[src/rtl/snake_game_ctrl.sv]
// snake_game_ctrl: game-flow FSM and frame-synchronous move scheduler.
// It issues one step_req per `period` frames and waits for a step_ack handshake.
// It also tracks score, speed level and a sticky acknowledge-timeout flag.
module snake_game_ctrl #(
    parameter int BASE_PERIOD   = 20,
    parameter int MIN_PERIOD    = 4,
    parameter int SPEEDUP_EVERY = 4,
    parameter int SCORE_W       = 8,
    parameter int ACK_TIMEOUT   = 255
) (
    input  logic               clk,
    input  logic               reset,
    input  logic               frame_start,
    input  logic               start_btn,
    input  logic               pause_btn,
    input  logic               collide,
    input  logic               food_eaten,
    input  logic               step_ack,
    output logic               step_req,
    output logic               body_clear,
    output logic [1:0]         game_state,
    output logic [SCORE_W-1:0] score,
    output logic [3:0]         level,
    output logic               timeout_err
);

    localparam logic [6:0] BASE_P  = 7'(BASE_PERIOD);
    localparam logic [6:0] MIN_P   = 7'(MIN_PERIOD);
    localparam logic [7:0] ACK_LIM = 8'(ACK_TIMEOUT - 1);
    localparam logic [3:0] SPD_LIM = 4'(SPEEDUP_EVERY - 1);

    typedef enum logic [2:0] {
        S_IDLE  = 3'd0,
        S_PLAY  = 3'd1,
        S_STEP  = 3'd2,
        S_PAUSE = 3'd3,
        S_OVER  = 3'd4
    } state_t;

    state_t state_reg, state_next;

    logic [6:0]         frame_cnt_reg, frame_cnt_next;
    logic [3:0]         food_cnt_reg, food_cnt_next;
    logic [7:0]         ack_cnt_reg, ack_cnt_next;
    logic [SCORE_W-1:0] score_reg, score_next;
    logic [3:0]         level_reg, level_next;
    logic               timeout_reg, timeout_next;
    logic               step_req_reg, step_req_next;
    logic               body_clear_reg, body_clear_next;
    logic [1:0]         game_state_reg, game_state_next;

    logic [6:0] two_lvl;
    logic [6:0] period;
    logic       frame_hit;
    logic       active;
    logic       eat;
    logic       ack_expired;

    // Move period shrinks by two frames per level; compare first so it never underflows.
    assign two_lvl     = {2'b00, level_reg, 1'b0};
    assign period      = ((two_lvl + MIN_P) < BASE_P) ? (BASE_P - two_lvl) : MIN_P;
    // >= rather than == so a period that shrank below the running count still fires.
    assign frame_hit   = frame_start && (frame_cnt_reg >= (period - 7'd1));
    assign active      = (state_reg == S_PLAY) || (state_reg == S_STEP);
    assign eat         = active && !collide && food_eaten;
    assign ack_expired = (state_reg == S_STEP) && !step_ack && (ack_cnt_reg == ACK_LIM);

    // State register.
    always_ff @(posedge clk) begin
        if (!reset) begin
            state_reg <= S_IDLE;
        end else begin
            state_reg <= state_next;
        end
    end

    // Next-state logic; collide outranks every other event while the game runs.
    always_comb begin
        state_next = state_reg;
        case (state_reg)
            S_IDLE, S_OVER: begin
                if (start_btn) state_next = S_PLAY;
            end
            S_PLAY: begin
                if (collide)        state_next = S_OVER;
                else if (pause_btn) state_next = S_PAUSE;
                else if (frame_hit) state_next = S_STEP;
            end
            S_STEP: begin
                if (collide)          state_next = S_OVER;
                else if (step_ack)    state_next = S_PLAY;
                else if (ack_expired) state_next = S_OVER;
            end
            S_PAUSE: begin
                if (pause_btn) state_next = S_PLAY;
            end
            default: state_next = S_IDLE;
        endcase
    end

    // Output and datapath next values; all of them are registered below.
    always_comb begin
        frame_cnt_next  = frame_cnt_reg;
        food_cnt_next   = food_cnt_reg;
        ack_cnt_next    = ack_cnt_reg;
        score_next      = score_reg;
        level_next      = level_reg;
        timeout_next    = timeout_reg;
        body_clear_next = 1'b0;

        case (state_reg)
            S_IDLE, S_OVER: begin
                if (start_btn) begin
                    frame_cnt_next  = '0;
                    food_cnt_next   = '0;
                    score_next      = '0;
                    level_next      = '0;
                    timeout_next    = 1'b0;
                    body_clear_next = 1'b1;
                end
            end
            S_PLAY: begin
                ack_cnt_next = '0;
                if (!collide && !pause_btn && frame_start) begin
                    frame_cnt_next = frame_hit ? 7'd0 : frame_cnt_reg + 7'd1;
                end
            end
            S_STEP: begin
                if (!collide) begin
                    // Frames keep counting while the body logic works; saturate to avoid wrap.
                    if (frame_start && frame_cnt_reg != 7'h7F) begin
                        frame_cnt_next = frame_cnt_reg + 7'd1;
                    end
                    ack_cnt_next = ack_cnt_reg + 8'd1;
                    if (ack_expired) timeout_next = 1'b1;
                end
            end
            default: ;
        endcase

        if (eat) begin
            if (score_reg != '1) score_next = score_reg + 1'b1;
            if (food_cnt_reg >= SPD_LIM) begin
                food_cnt_next = '0;
                if (level_reg != 4'hF) level_next = level_reg + 4'd1;
            end else begin
                food_cnt_next = food_cnt_reg + 4'd1;
            end
        end

        step_req_next = (state_next == S_STEP);
        case (state_next)
            S_IDLE:         game_state_next = 2'b00;
            S_PLAY, S_STEP: game_state_next = 2'b01;
            S_PAUSE:        game_state_next = 2'b10;
            default:        game_state_next = 2'b11;
        endcase
    end

    // Datapath and output registers.
    always_ff @(posedge clk) begin
        if (!reset) begin
            frame_cnt_reg  <= '0;
            food_cnt_reg   <= '0;
            ack_cnt_reg    <= '0;
            score_reg      <= '0;
            level_reg      <= '0;
            timeout_reg    <= 1'b0;
            step_req_reg   <= 1'b0;
            body_clear_reg <= 1'b0;
            game_state_reg <= 2'b00;
        end else begin
            frame_cnt_reg  <= frame_cnt_next;
            food_cnt_reg   <= food_cnt_next;
            ack_cnt_reg    <= ack_cnt_next;
            score_reg      <= score_next;
            level_reg      <= level_next;
            timeout_reg    <= timeout_next;
            step_req_reg   <= step_req_next;
            body_clear_reg <= body_clear_next;
            game_state_reg <= game_state_next;
        end
    end

    assign step_req    = step_req_reg;
    assign body_clear  = body_clear_reg;
    assign game_state  = game_state_reg;
    assign score       = score_reg;
    assign level       = level_reg;
    assign timeout_err = timeout_reg;

endmodule

[config.mk]
export PLATFORM = sky130hd
export DESIGN_NAME = snake_game_ctrl
export DESIGN_NICKNAME = d
export VERILOG_FILES = /design/src/rtl/snake_game_ctrl.sv
export SDC_FILE = /design/constraint.sdc
export NUM_CORES = 1
export LEC_CHECK = 0
export CAP_MARGIN = 15
export CORE_ASPECT_RATIO = 0.5
export CORE_MARGIN = 3
export CORE_UTILIZATION = 53
export CTS_CLUSTER_SIZE = 20
export DETAILED_ROUTE_END_ITERATION = 16
export PLACE_DENSITY = 0.76
export SYNTH_ARGS = -nofsm -noshare
export SYNTH_HDL_FRONTEND = slang
export SYNTH_SLANG_ARGS = --single-unit
[constraint.sdc]
create_clock -name clk -period 3.84 [get_ports clk]
set_input_delay 0.384 -clock clk [delete_from_list [all_inputs] [get_ports clk]]
set_output_delay 0.384 -clock clk [all_outputs]
set_load 0.01 [all_outputs]
* Word-level counts from Yosys, hierarchy flattened *
Cells that the tools add are included.

operators by class
  mux-type cells = 37
  add/sub/neg operators = 8
  magnitude comparators = 3
  reductions and logical operators = 26
  equal/unequal tests = 16

operator list
  cell                   count
  $mux W7                6
  $mux W8                5
  $mux W4                9
  $mux W3                8
  $pmux W7 S3            1
  $add A8 B1 Y8 const B  2
  $pmux W8 S2            1
  $eq A3 B2 Y1 const B   4
  $pmux W3 S4            1
  $add A4 B1 Y4 const B  2
  $eq A8 B8 Y1 const B   1
  $logic_and A1 B1 Y1    8
  $ne A8 B8 Y1 const B   1
  $reduce_bool A2 Y1     4
  $add A7 B1 Y7 const B  1
  $ge A7 B7 Y1           1
  $ne A7 B7 Y1 const B   1
  $sub A7 B1 Y7 const B  1
  $add A5 B3 Y6 const B  1
  $eq A3 B1 Y1 const B   2
  $logic_not A3 Y1       2
  $lt A6 B5 Y1 const B   1
  $ne A2 B2 Y1 const B   3
  $pmux W2 S3            1
  14 further kinds       23

word-level totals
  flip-flop bits (word level) = 39
  input port bits = 8

* Depth between registers and ports, before layout *
Gate-level depths: netlist (run 1).

  depth after elaboration = 13
  gate-level depth with buffers = 12
  depth with buffers taken out = 12

* Worst setup path before layout (run 1) *
Ideal clock, no wire load.

  kind = register to register
  start = reg level_reg[0] (netlist: level[0])
  end = reg frame_cnt_reg[6]
  path buffers = 0
  path slack = 1.489 ns
  required time = 3.749 ns
  stages on the path, launching flop included = 12
  clock period less this slack = 2.351 ns
  arrival = 2.259 ns
  cell sequence = dfxtp_1 ha_1 nor2_1 a21oi_1 o21ai_0 nand2b_1 ha_1 a21oi_1 o22ai_1 o31ai_1 o21ai_1 a311oi_1

on the way
  cells in the longest elaborated chain, start to end = 9
  elaborated cells between the ends (all ways) = 10

ends and longest elaborated chain
  what                      line  RTL
  start: declaration        46    logic [3:0] level_reg, level_next;
  start signal: assignment  177   level_reg <= level_next;
  $add A5 B3 Y6             61    assign period = ((two_lvl + MIN_P) < BASE_P) ? (BASE_P - two_lvl) : MIN_P;
  $lt A6 B5 Y1              61
  $mux W7 *                 61
  $sub A7 B1 Y7 *           63    assign frame_hit = frame_start && (frame_cnt_reg >= (period - 7'd1));
  $ge A7 B7 Y1 *            63
  $logic_and A1 B1 Y1 *     63
  $mux W7 *                 125   frame_cnt_next = frame_hit ? 7'd0 : frame_cnt_reg + 7'd1;
  $mux W7 *                 124   if (!collide && !pause_btn && frame_start) begin
  $pmux W7 S3 *             111   case (state_reg)
  end signal: assignment    173   frame_cnt_reg <= frame_cnt_next;
  end: declaration          42    logic [6:0] frame_cnt_reg, frame_cnt_next;

Mark *: on every way between the ends. The rest lies on a longest branch, timed or not. The select of a mux whose other input is x is not followed.
A chain may end at the register's enable or synchronous reset.

* Final worst setup path (run 1) *
Ends and elaborated chain as after synthesis.

==> results by group, run 1 <==
CTS
  • Worst skew pair latency: 0.29 ns
  • Htree depth: 2
  • Setup bufs post-CTS: 0
  • Hold Buf Count CTS: 0
  • Number of CTS-inserted buffers: 5
  • Worst-path clk slew: 0.08 ns
  • Root buf cell: clkbuf_8
  • TritonCTS clock tree: built
  • Clk sink count: 39
  • CTS resizes: 0
  • Worst-case clock buffer depth: 2

Route
  • DR vias: 1973
  • Detailed-route wire length: 4.960 mm
  • Iter 0 DRT Violations: 211
  • Routed len/inst: 14.38 um
  • Pre-antenna DRT Iters: 4
  • Post-DRT Antenna Nets: 0
  • DR vias/cell: 5.719
  • DRC violations left: 0

Critical path
  • Critical path type: reg2reg
  • Required @ worst endpoint: 4.04 ns
  • Slowest stage delay, CP: 0.50 ns
  • Worst setup SP type: register
  • Worst path cell trace: ha_1, nor2_1, a21oi_1, o21ai_0, nand2b_1, ha_1, a21oi_1, o22ai_1, o31ai_1, o21ai_1, a311oi_1
  • Crit path DAT: 2.83 ns
  • Critical Path Fanout Max: 10
  • Setup crit end kind: register
  • Slowest cell on crit path: dfxtp_1

Global route
  • Initial antenna violation count: 0
  • Gr ovfl total: 0
  • First-pass GRT wire length: 8.190 mm
  • Aggregate global-route resource usage: 20.23%
  • Vias in the first global route: 1729
  • Largest net degree at the start of global routing: 21

Timing
  • Fin crit period: 2.629 ns
  • Post-route clock period utilization: 68.46%
  • Tightest Pin Transition: 0.9902 ns
  • Final setup vio count: 0
  • RSZ-0062 raised after global routing: false
  • Setup TNS: 0 ns
  • Final Hold Viols: 0
  • Slew margin rel.: 33.54%
  • Clk_skew: 0.008795 ns
  • F_max: 380.4 MHz
  • Slew Limit Fails: 0

Layout
  • ANT cells: 0
  • Multi-input gate area: 1323 sq um
  • Synthesis-to-layout area growth: 15.38%
  • Share of layout cells above drive strength 1: 4.422%
  • Fillers: 335
  • Fin nets: 314
  • Most common cell after layout, fill and taps aside: dfxtp_1
  • Most frequent cells in the layout: dfxtp_1 (39), nor2_1 (35), clkdlybuf4s50_1 (24), nand2_1 (23), o21ai_0 (17)
  • Register area: 780.7 sq um

Synth
  • Synth warn: 0
  • Main synth FF type: dfxtp_1
  • Synth Area in Adders: 7.407%
  • Synth cell types: 51
  • Cell area after synthesis: 2196 sq um
  • Post-synth EDFFs: 0
  • Post-Synth Simple-Gate Area: 28.89%
  • Post-synthesis sequential area ratio: 35.56%
  • Main combinational cell family by area after synthesis: simple AND/OR/NAND/NOR gates
  • Xor/xnor share of the synthesized area: 5.983%
  • Post-Syn Instances: 273
  • Average footprint of a synthesized cell: 8.043 sq um
  • Post-Syn Nets: 294
  • Mux contribution to synthesized area: 0.4558%
  • Fraction of registers with async set/reset: 0%
  • Synth Area in Compound Gates: 17.49%
  • FF+latch count, synth: 39

Place
  • IO Port Bufs: 24
  • GPL Wtd Cong: 0.8135
  • Dpl hpwl: 3.504 mm

Flow run
  • Max-Cap Viols: 0

Die
  • Die H: 51.52 um
  • Die area: 4999 sq um
  • Core area: 3697 sq um
  • # IOs: 25
  • Starting Density: 59.39%
  • Die width: 97.03 um
  • Rows: 15

Power
  • Pwr Total: 0.7716 mW
  • Power per cell area: 304.5 nW/um^2
  • Pleak: 0.8973 nW
  • Worst VDD drop: 0.0002126 V

Outcome
  • Status: complete, no violations

Hold path
  • Worst min path class: reg2reg
[final cells by class]
type	count	area share [%]
tap	51	2.519
inverter	11	1.630
timing repair buffer	24	9.481
sequential	39	30.81
multi-input combinational	212	52.20
clock buffer	6	2.864
clock inverter	2	0.4938
[critical path, delay by kind of cell, from the launching register on]
family	cells	cell delay (ns)
flip-flops	1	0.50
AND/OR/NAND/NOR	2	0.18
adder cells (fa/ha/maj)	2	0.60
AO/OA/AOI/OAI	7	1.26
[cells in the mapped netlist, types with 2 or more instances]
library cell / instances / share of area (%)
a31oi_1: 7 / 2.0
nor3b_1: 5 / 1.7
inv_1: 11 / 1.9
nand3_1: 14 / 3.2
ha_1: 13 / 7.4
o31ai_1: 3 / 1.0
nand2_1: 23 / 3.9
nor3_1: 6 / 1.4
o21ai_0: 17 / 3.9
o21a_1: 2 / 0.68
a21oi_1: 14 / 3.2
o211ai_1: 2 / 0.68
buf_2: 2 / 0.46
nor4b_1: 2 / 0.80
nor4_1: 4 / 1.1
nor2b_1: 9 / 2.6
clkbuf_1: 8 / 1.4
nor2_1: 35 / 6.0
or3_1: 2 / 0.57
and3_1: 3 / 0.85
dfxtp_1: 39 / 36
xnor2_1: 14 / 5.6
a311oi_1: 2 / 0.80
nand2b_1: 8 / 2.3
o21ai_1: 2 / 0.46
[metrics by stage]
stage / utilization [%] / worst slack (ns) / hold WS, ns / instance area, sq um / std cells
floorplan: - / 1.489 / 0.4538 / 2196 / 273
global placement: 66.23 / 1.282 / 0.4695 / 2449 / 337
detailed placement: 66.23 / 1.100 / 0.4739 / 2449 / 337
CTS: 68.53 / 1.211 / 0.4894 / 2534 / 345
global route: 68.53 / 0.9868 / 0.5057 / 2534 / 345
finish: 68.53 / 1.211 / 0.4863 / 2534 / 345
[report_power, final]
part | internal (mW) | total, mW | switching, mW
Sequential | 0.411 | 0.422 | 0.0108
Combinational | 0.0297 | 0.0729 | 0.0433
Clock | 0.127 | 0.277 | 0.150
[path summary, 6_finish.rpt]
check / start / end / slack, ns / depth (start not counted)
min: food_cnt_reg[2]$_SDFFE_PN0P_ / food_cnt_reg[2]$_SDFFE_PN0P_ / 0.49 / 1
max reg2reg: level[0]$_SDFF_PN0_ / frame_cnt_reg[6]$_SDFFE_PN0P_ / 1.21 / 11
min reg2reg: food_cnt_reg[2]$_SDFFE_PN0P_ / food_cnt_reg[2]$_SDFFE_PN0P_ / 0.49 / 1
max: level[0]$_SDFF_PN0_ / frame_cnt_reg[6]$_SDFFE_PN0P_ / 1.21 / 11
[routing by layer]
layer	part of all wire [%]	global-route usage, %
met1	49	27.56
met4	0.30	5.361
met5	0	0
met2	45	32.53
met3	5.2	4.819
[logic make-up (layout without fill, tap and decap cells)]
family          count (synthesis)  in the layout
fa+ha+maj                      13             13
mux                             1              1
xor+xnor                       15             15
flops                          39             39
compound gates                 61             61
simple gates                  122            122
buf+inv                        22             43
(Power assumes the default switching activity.)
==> inputs of run 2 (changes only) <==
==> constraint.sdc (replaced) <==
create_clock -name clk -period 2.5 [get_ports clk]
set_input_delay 0.25 -clock clk [delete_from_list [all_inputs] [get_ports clk]]
set_output_delay 0.25 -clock clk [all_outputs]
set_load 0.01 [all_outputs]
==> results by group, run 2 (synthesized netlist as in run 1, its figures left out) <==
CTS
  • Clk sink count: 39 (unchanged)
  • TritonCTS clock tree: built (unchanged)
  • Htree depth: 2 (unchanged)
  • Worst-case clock buffer depth: 2 (unchanged)
  • Worst skew pair latency: 0.30 ns (was 0.29 ns)
  • Setup bufs post-CTS: 0 (unchanged)
  • Root buf cell: clkbuf_8 (unchanged)
  • Worst-path clk slew: 0.08 ns (about the same)
  • Number of CTS-inserted buffers: 5 (unchanged)
  • Hold Buf Count CTS: 0 (unchanged)
  • CTS resizes: 0 (unchanged)

Critical path
  • Required @ worst endpoint: 2.69 ns (was 4.04 ns)
  • Top delay family on crit path: adder cells (was compound AO/OA/AOI/OAI gates)
  • Worst path cell trace: ha_1, nor2b_2, xnor2_1, nand2b_1, ha_1, nand2_1, a211oi_2, o31ai_2, o21ai_1, buf_4, nor2_1 (was ha_1, nor2_1, a21oi_1, o21ai_0, nand2b_1, ha_1, a21oi_1, o22ai_1, o31ai_1, o21ai_1, a311oi_1)
  • Slowest cell on crit path: ha_1 (was dfxtp_1)
  • WP buf/inv: 1 (was 0)
  • Worst setup SP type: register (unchanged)
  • Slowest stage delay, CP: 0.33 ns (was 0.50 ns)
  • Critical Path Fanout Max: 5 (was 10)
  • Crit path DAT: 2.45 ns (was 2.83 ns)
  • Crit-path most repeated cell: ha_1
  • Critical path type: reg2reg (unchanged)
  • Setup crit end kind: register (unchanged)

Timing
  • Slew margin rel.: 59.15% (was 33.54%)
  • Final setup vio count: 0 (unchanged)
  • F_max: 441.5 MHz (was 380.4 MHz)
  • Fin crit period: 2.265 ns (was 2.629 ns)
  • Final Hold Viols: 0 (unchanged)
  • RSZ-0062 raised after global routing: false (unchanged)
  • Fin Hold WS: 0.4898 ns (was 0.4863 ns)
  • Setup TNS: 0 ns (unchanged)
  • Clk_skew: 0.01001 ns (was 0.008795 ns)
  • Tightest Pin Transition: 0.6120 ns (was 0.9902 ns)
  • Slew Limit Fails: 0 (unchanged)
  • Post-route clock period utilization: 90.59% (was 68.46%)

Place
  • Cell area after placement: 2531 sq um (was 2449 sq um)
  • GPL Wtd Cong: 0.8562 (was 0.8135)
  • IO Port Bufs: 24 (unchanged)
  • Dpl hpwl: 3.729 mm (was 3.504 mm)

Route
  • DR vias/cell: 5.654 (was 5.719)
  • Pre-antenna DRT Iters: 4 (unchanged)
  • Detailed-route wire length: 5.100 mm (was 4.960 mm)
  • Routed len/inst: 14.33 um (was 14.38 um)
  • Post-DRT Antenna Nets: 0 (unchanged)
  • Iter 0 DRT Violations: 100 (was 211)
  • DRC violations left: 0 (unchanged)
  • DR vias: 2013 (was 1973)

Layout
  • Most common cell after layout, fill and taps aside: dfxtp_1 (unchanged)
  • Final instance area: 2668 sq um (was 2534 sq um)
  • Share of layout cells above drive strength 1: 9.836% (was 4.422%)
  • Synthesis-to-layout area growth: 21.48% (was 15.38%)
  • Fillers: 313 (was 335)
  • Most frequent cells in the layout: dfxtp_1 (39), nor2_1 (35), clkdlybuf4s50_1 (24), nand2_1 (23), o21ai_0 (16) (was dfxtp_1 (39), nor2_1 (35), clkdlybuf4s50_1 (24), nand2_1 (23), o21ai_0 (17))
  • ANT cells: 0 (unchanged)
  • Fin nets: 325 (was 314)

Die
  • # IOs: 25 (unchanged)
  • Rows: 15 (unchanged)
  • Die width: 97.03 um (unchanged)
  • Core area: 3697 sq um (unchanged)
  • Die area: 4999 sq um (unchanged)
  • Die H: 51.52 um (unchanged)
  • Starting Density: 59.39% (unchanged)

Hold path
  • Worst min path class: reg2reg (unchanged)

Power
  • Worst VDD drop: 0.0002823 V (was 0.0002126 V)
  • Power per cell area: 491.0 nW/um^2 (was 304.5 nW/um^2)
  • Pleak: 0.9734 nW (was 0.8973 nW)

Flow run
  • Max-Cap Viols: 0 (unchanged)

Global route
  • First-pass GRT wire length: 8.721 mm (was 8.190 mm)
  • Largest net degree at the start of global routing: 19 (was 21)
  • Aggregate global-route resource usage: 21.66% (was 20.23%)
  • Gr ovfl total: 0 (unchanged)
  • Vias in the first global route: 1917 (was 1729)
  • Initial antenna violation count: 0 (unchanged)

Outcome
  • Status: complete, no violations (unchanged)
## run 2: final cells by class
cell class | instances | area [sq um] | area share (%)
flip-flops and latches | 39 | 780.7 | 29.27
repair buffers | 35 | 322.8 | 12.10
inverters | 11 | 41.29 | 1.548
well taps | 51 | 63.81 | 2.392
multi-input cells | 212 | 1346 | 50.47
clock inverters | 3 | 43.79 | 1.642
clock buffers | 5 | 68.82 | 2.580
## run 2: power by group
part / internal, mW / switching (mW)
Combinational: 0.0575 / 0.0720
Sequential: 0.632 / 0.0168
Clock: 0.297 / 0.234
## run 2: stage by stage
stage | power, mW | utilization [%] | setup slack, ns | cells
detailed placement | 0.7860 | 68.46 | 0.1373 | 348
global route | 1.364 | 72.15 | 0.03577 | 356
finish | 1.310 | 72.15 | 0.2352 | 356
floorplan | 0.7320 | - | 0.1491 | 273
CTS | 1.314 | 71.51 | 0.1051 | 356
global placement | 0.7816 | 68.46 | 0.1928 | 348
## run 2: worst reg2reg max path: stages (launching register included)
cell      delay (ns)
dfxtp_1         0.32
ha_1            0.33
nor2b_2         0.18
xnor2_1         0.16
nand2b_1        0.08
ha_1            0.27
nand2_1         0.06
a211oi_2        0.25
o31ai_2         0.11
o21ai_1         0.18
buf_4           0.17
nor2_1          0.05
## run 2: path summary, 6_finish.rpt
path                                                      end  depth (start not counted)                          from  slack [ns]
worst max-delay path            frame_cnt_reg[5]$_SDFFE_PN0P_                         11           level[0]$_SDFF_PN0_        0.24
worst min-delay path             food_cnt_reg[3]$_SDFFE_PN0P_                          1  food_cnt_reg[3]$_SDFFE_PN0P_        0.49
worst max register to register  frame_cnt_reg[5]$_SDFFE_PN0P_                         11           level[0]$_SDFF_PN0_        0.24
worst min register to register   food_cnt_reg[3]$_SDFFE_PN0P_                          1  food_cnt_reg[3]$_SDFFE_PN0P_        0.49
## run 2: per-layer routing
layer  vias up  routed length, um  track usage (%)
met4         0                 35            7.226
met5         -                  0                0
met3         4                228            4.953
met1       956               2490            27.18
met2        30               2345            37.56
li1       1023                  -                -
==> inputs of run 3 (changes only) <==
--- a/config.mk
+++ b/config.mk
@@ -5,13 +5,15 @@
 export SDC_FILE = /design/constraint.sdc
 export NUM_CORES = 1
 export LEC_CHECK = 0
-export CAP_MARGIN = 15
+export ABC_AREA = 0
+export CAP_MARGIN = 20
 export CORE_ASPECT_RATIO = 0.5
 export CORE_MARGIN = 3
 export CORE_UTILIZATION = 53
 export CTS_CLUSTER_SIZE = 20
 export DETAILED_ROUTE_END_ITERATION = 16
 export PLACE_DENSITY = 0.76
+export RECOVER_POWER = 25
 export SYNTH_ARGS = -nofsm -noshare
 export SYNTH_HDL_FRONTEND = slang
 export SYNTH_SLANG_ARGS = --single-unit
==> results by group, run 3 (synthesized netlist as in run 1, its figures left out) <==
Outcome
  • Status: complete, no violations (unchanged)

Layout
  • Final Core Density: 72.15% (unchanged)
  • Synthesis-to-layout area growth: 21.48% (unchanged)
  • ANT cells: 0 (unchanged)
  • Fillers: 313 (unchanged)
  • Final instance area: 2668 sq um (unchanged)
  • Fin nets: 325 (unchanged)
  • Share of layout cells above drive strength 1: 9.836% (unchanged)
  • Most frequent cells in the layout: dfxtp_1 (39), nor2_1 (35), nand2_1 (23), o21ai_0 (16) (was dfxtp_1 (39), nor2_1 (35), clkdlybuf4s50_1 (24), nand2_1 (23), o21ai_0 (16))
  • Non-filler instance count after layout: 356 (unchanged)
  • Most common cell after layout, fill and taps aside: dfxtp_1 (unchanged)

Critical path
  • Slowest cell on crit path: ha_1 (unchanged)
  • Worst setup SP type: register (unchanged)
  • Worst path cell trace: ha_1, nor2b_2, xnor2_1, nand2b_1, ha_1, nand2_1, a211oi_2, o31ai_2, o21ai_1, buf_4, nor2_1 (unchanged)
  • Setup crit end kind: register (unchanged)
  • Critical path type: reg2reg (unchanged)
  • Required @ worst endpoint: 2.69 ns (about the same)
  • Crit-path most repeated cell: ha_1 (unchanged)
  • Slowest stage delay, CP: 0.33 ns (about the same)
  • FF-to-FF path depth: 11 (unchanged)
  • Setup crit start: level[0]$_SDFF_PN0_ (unchanged)
  • Critical Path Fanout Max: 5 (unchanged)
  • Crit path DAT: 2.47 ns (was 2.45 ns)
  • R2r setup slk: 0.22 ns (was 0.24 ns)
  • Top delay family on crit path: adder cells (unchanged)
  • Reg2reg start: level[0]$_SDFF_PN0_ (unchanged)
  • Capturing point of the worst reg2reg path: frame_cnt_reg[5]$_SDFFE_PN0P_ (unchanged)
  • WP buf/inv: 1 (unchanged)

Place
  • Pre-CTS WS: 0.1373 ns (unchanged)
  • Placed cell count: 348 (unchanged)
  • GPL Wtd Cong: 0.8562 (unchanged)
  • Dpl hpwl: 3.729 mm (unchanged)
  • Cell area after placement: 2531 sq um (unchanged)
  • IO Port Bufs: 24 (unchanged)

Timing
  • Fin Hold WS: 0.4890 ns (was 0.4898 ns)
  • Final setup vio count: 0 (unchanged)
  • Post-route clock period utilization: 91.21% (was 90.59%)
  • Final Hold Viols: 0 (unchanged)
  • RSZ-0062 raised after global routing: false (unchanged)
  • F_max: 438.5 MHz (was 441.5 MHz)
  • Setup WS post-layout: 0.2197 ns (was 0.2352 ns)
  • Slew margin rel.: 60.24% (was 59.15%)
  • Clk_skew: 0.009994 ns (was 0.01001 ns)
  • Slew Limit Fails: 0 (unchanged)
  • Fin crit period: 2.280 ns (was 2.265 ns)
  • Tightest Pin Transition: 0.5918 ns (was 0.6120 ns)
  • Setup TNS: 0 ns (unchanged)

Die
  • Die H: 51.52 um (unchanged)
  • Die width: 97.03 um (unchanged)
  • Rows: 15 (unchanged)
  • # IOs: 25 (unchanged)
  • Starting Density: 59.39% (unchanged)
  • Die area: 4999 sq um (unchanged)
  • Core area: 3697 sq um (unchanged)

Hold path
  • Hold depth: 1 (unchanged)
  • Hold path startpoint: food_cnt_reg[3]$_SDFFE_PN0P_ (unchanged)
  • Worst min path class: reg2reg (unchanged)
  • Min-Delay Endpoint: food_cnt_reg[3]$_SDFFE_PN0P_ (unchanged)

Route
  • Detailed-route wire length: 5.080 mm (was 5.100 mm)
  • Uppermost layer routed: met4 (unchanged)
  • Routed len/inst: 14.27 um (was 14.33 um)
  • Met1 wire length: 2.481 mm (was 2.490 mm)
  • Metal3 WL: 230 um (was 228 um)
  • DR vias/cell: 5.674 (was 5.654)
  • DRC violations left: 0 (unchanged)
  • DR vias: 2020 (was 2013)
  • Met2 wire len: 2.333 mm (was 2.345 mm)
  • Post-DRT Antenna Nets: 0 (unchanged)
  • Pre-antenna DRT Iters: 4 (unchanged)
  • Iter 0 DRT Violations: 98 (was 100)

CTS
  • Hold Buf Count CTS: 0 (unchanged)
  • CTS resizes: 0 (unchanged)
  • Worst-path clk slew: 0.08 ns (about the same)
  • Setup bufs post-CTS: 0 (unchanged)
  • Number of CTS-inserted buffers: 5 (unchanged)
  • Worst skew pair latency: 0.30 ns (about the same)
  • Worst-case clock buffer depth: 2 (unchanged)
  • Root buf cell: clkbuf_8 (unchanged)
  • TritonCTS clock tree: built (unchanged)
  • Htree depth: 2 (unchanged)
  • Clk sink count: 39 (unchanged)

Global route
  • Gr ovfl total: 0 (unchanged)
  • Vias in the first global route: 1917 (unchanged)
  • Aggregate global-route resource usage: 21.66% (unchanged)
  • First-pass GRT wire length: 8.721 mm (unchanged)
  • Initial antenna violation count: 0 (unchanged)
  • Largest net degree at the start of global routing: 19 (unchanged)

Power
  • Pleak: 1.013 nW (was 0.9734 nW)
  • Power per cell area: 489.0 nW/um^2 (was 491.0 nW/um^2)
  • Worst VDD drop: 0.0002824 V (was 0.0002823 V)
  • Pwr Total: 1.304 mW (was 1.310 mW)

Flow run
  • Max-Cap Viols: 0 (unchanged)
## run 3: cell types whose count changed in the layout (fill, tap and decap cells not counted), sizes merged
cell | before | now
clkdlybuf4s50 | 24 | 12
dlygate4sd3 | 0 | 12
## run 3: routing by layer
metal | global-route usage (%) | vias up
li1 | - | 1025
met1 | 27.18 | 952
met2 | 37.56 | 39
met3 | 4.953 | 4
met4 | 7.226 | 0
met5 | 0 | -
## run 3: final cells by class
class                           instances  area, sq um  share of cell area (%)
Clock buffer                            5        68.82                   2.580
Clock inverter                          3        43.79                   1.642
Inverter                               11        41.29                   1.548
Multi-Input combinational cell        212         1346                   50.47
Sequential cell                        39        780.7                   29.27
Tap cell                               51        63.81                   2.392
Timing Repair Buffer                   35        322.8                   12.10
## run 3: worst max path at each step
stage | to | depth (start not counted)
floorplan | frame_cnt_reg[6]$_SDFFE_PN0P_ | 11
global placement | game_state[1]$_SDFF_PN0_ | 10
detailed placement | game_state[1]$_SDFF_PN0_ | 10
CTS | step_req$_SDFF_PN0_ | 10
global route | game_state[1]$_SDFF_PN0_ | 9
finish | frame_cnt_reg[5]$_SDFFE_PN0P_ | 11
## run 3: power breakdown
part / total, mW / switching [mW] / internal [mW]
clock network: 0.529 / 0.232 / 0.297
registers: 0.648 / 0.0164 / 0.632
logic: 0.128 / 0.0720 / 0.0557
total: 1.30 / 0.320 / 0.985
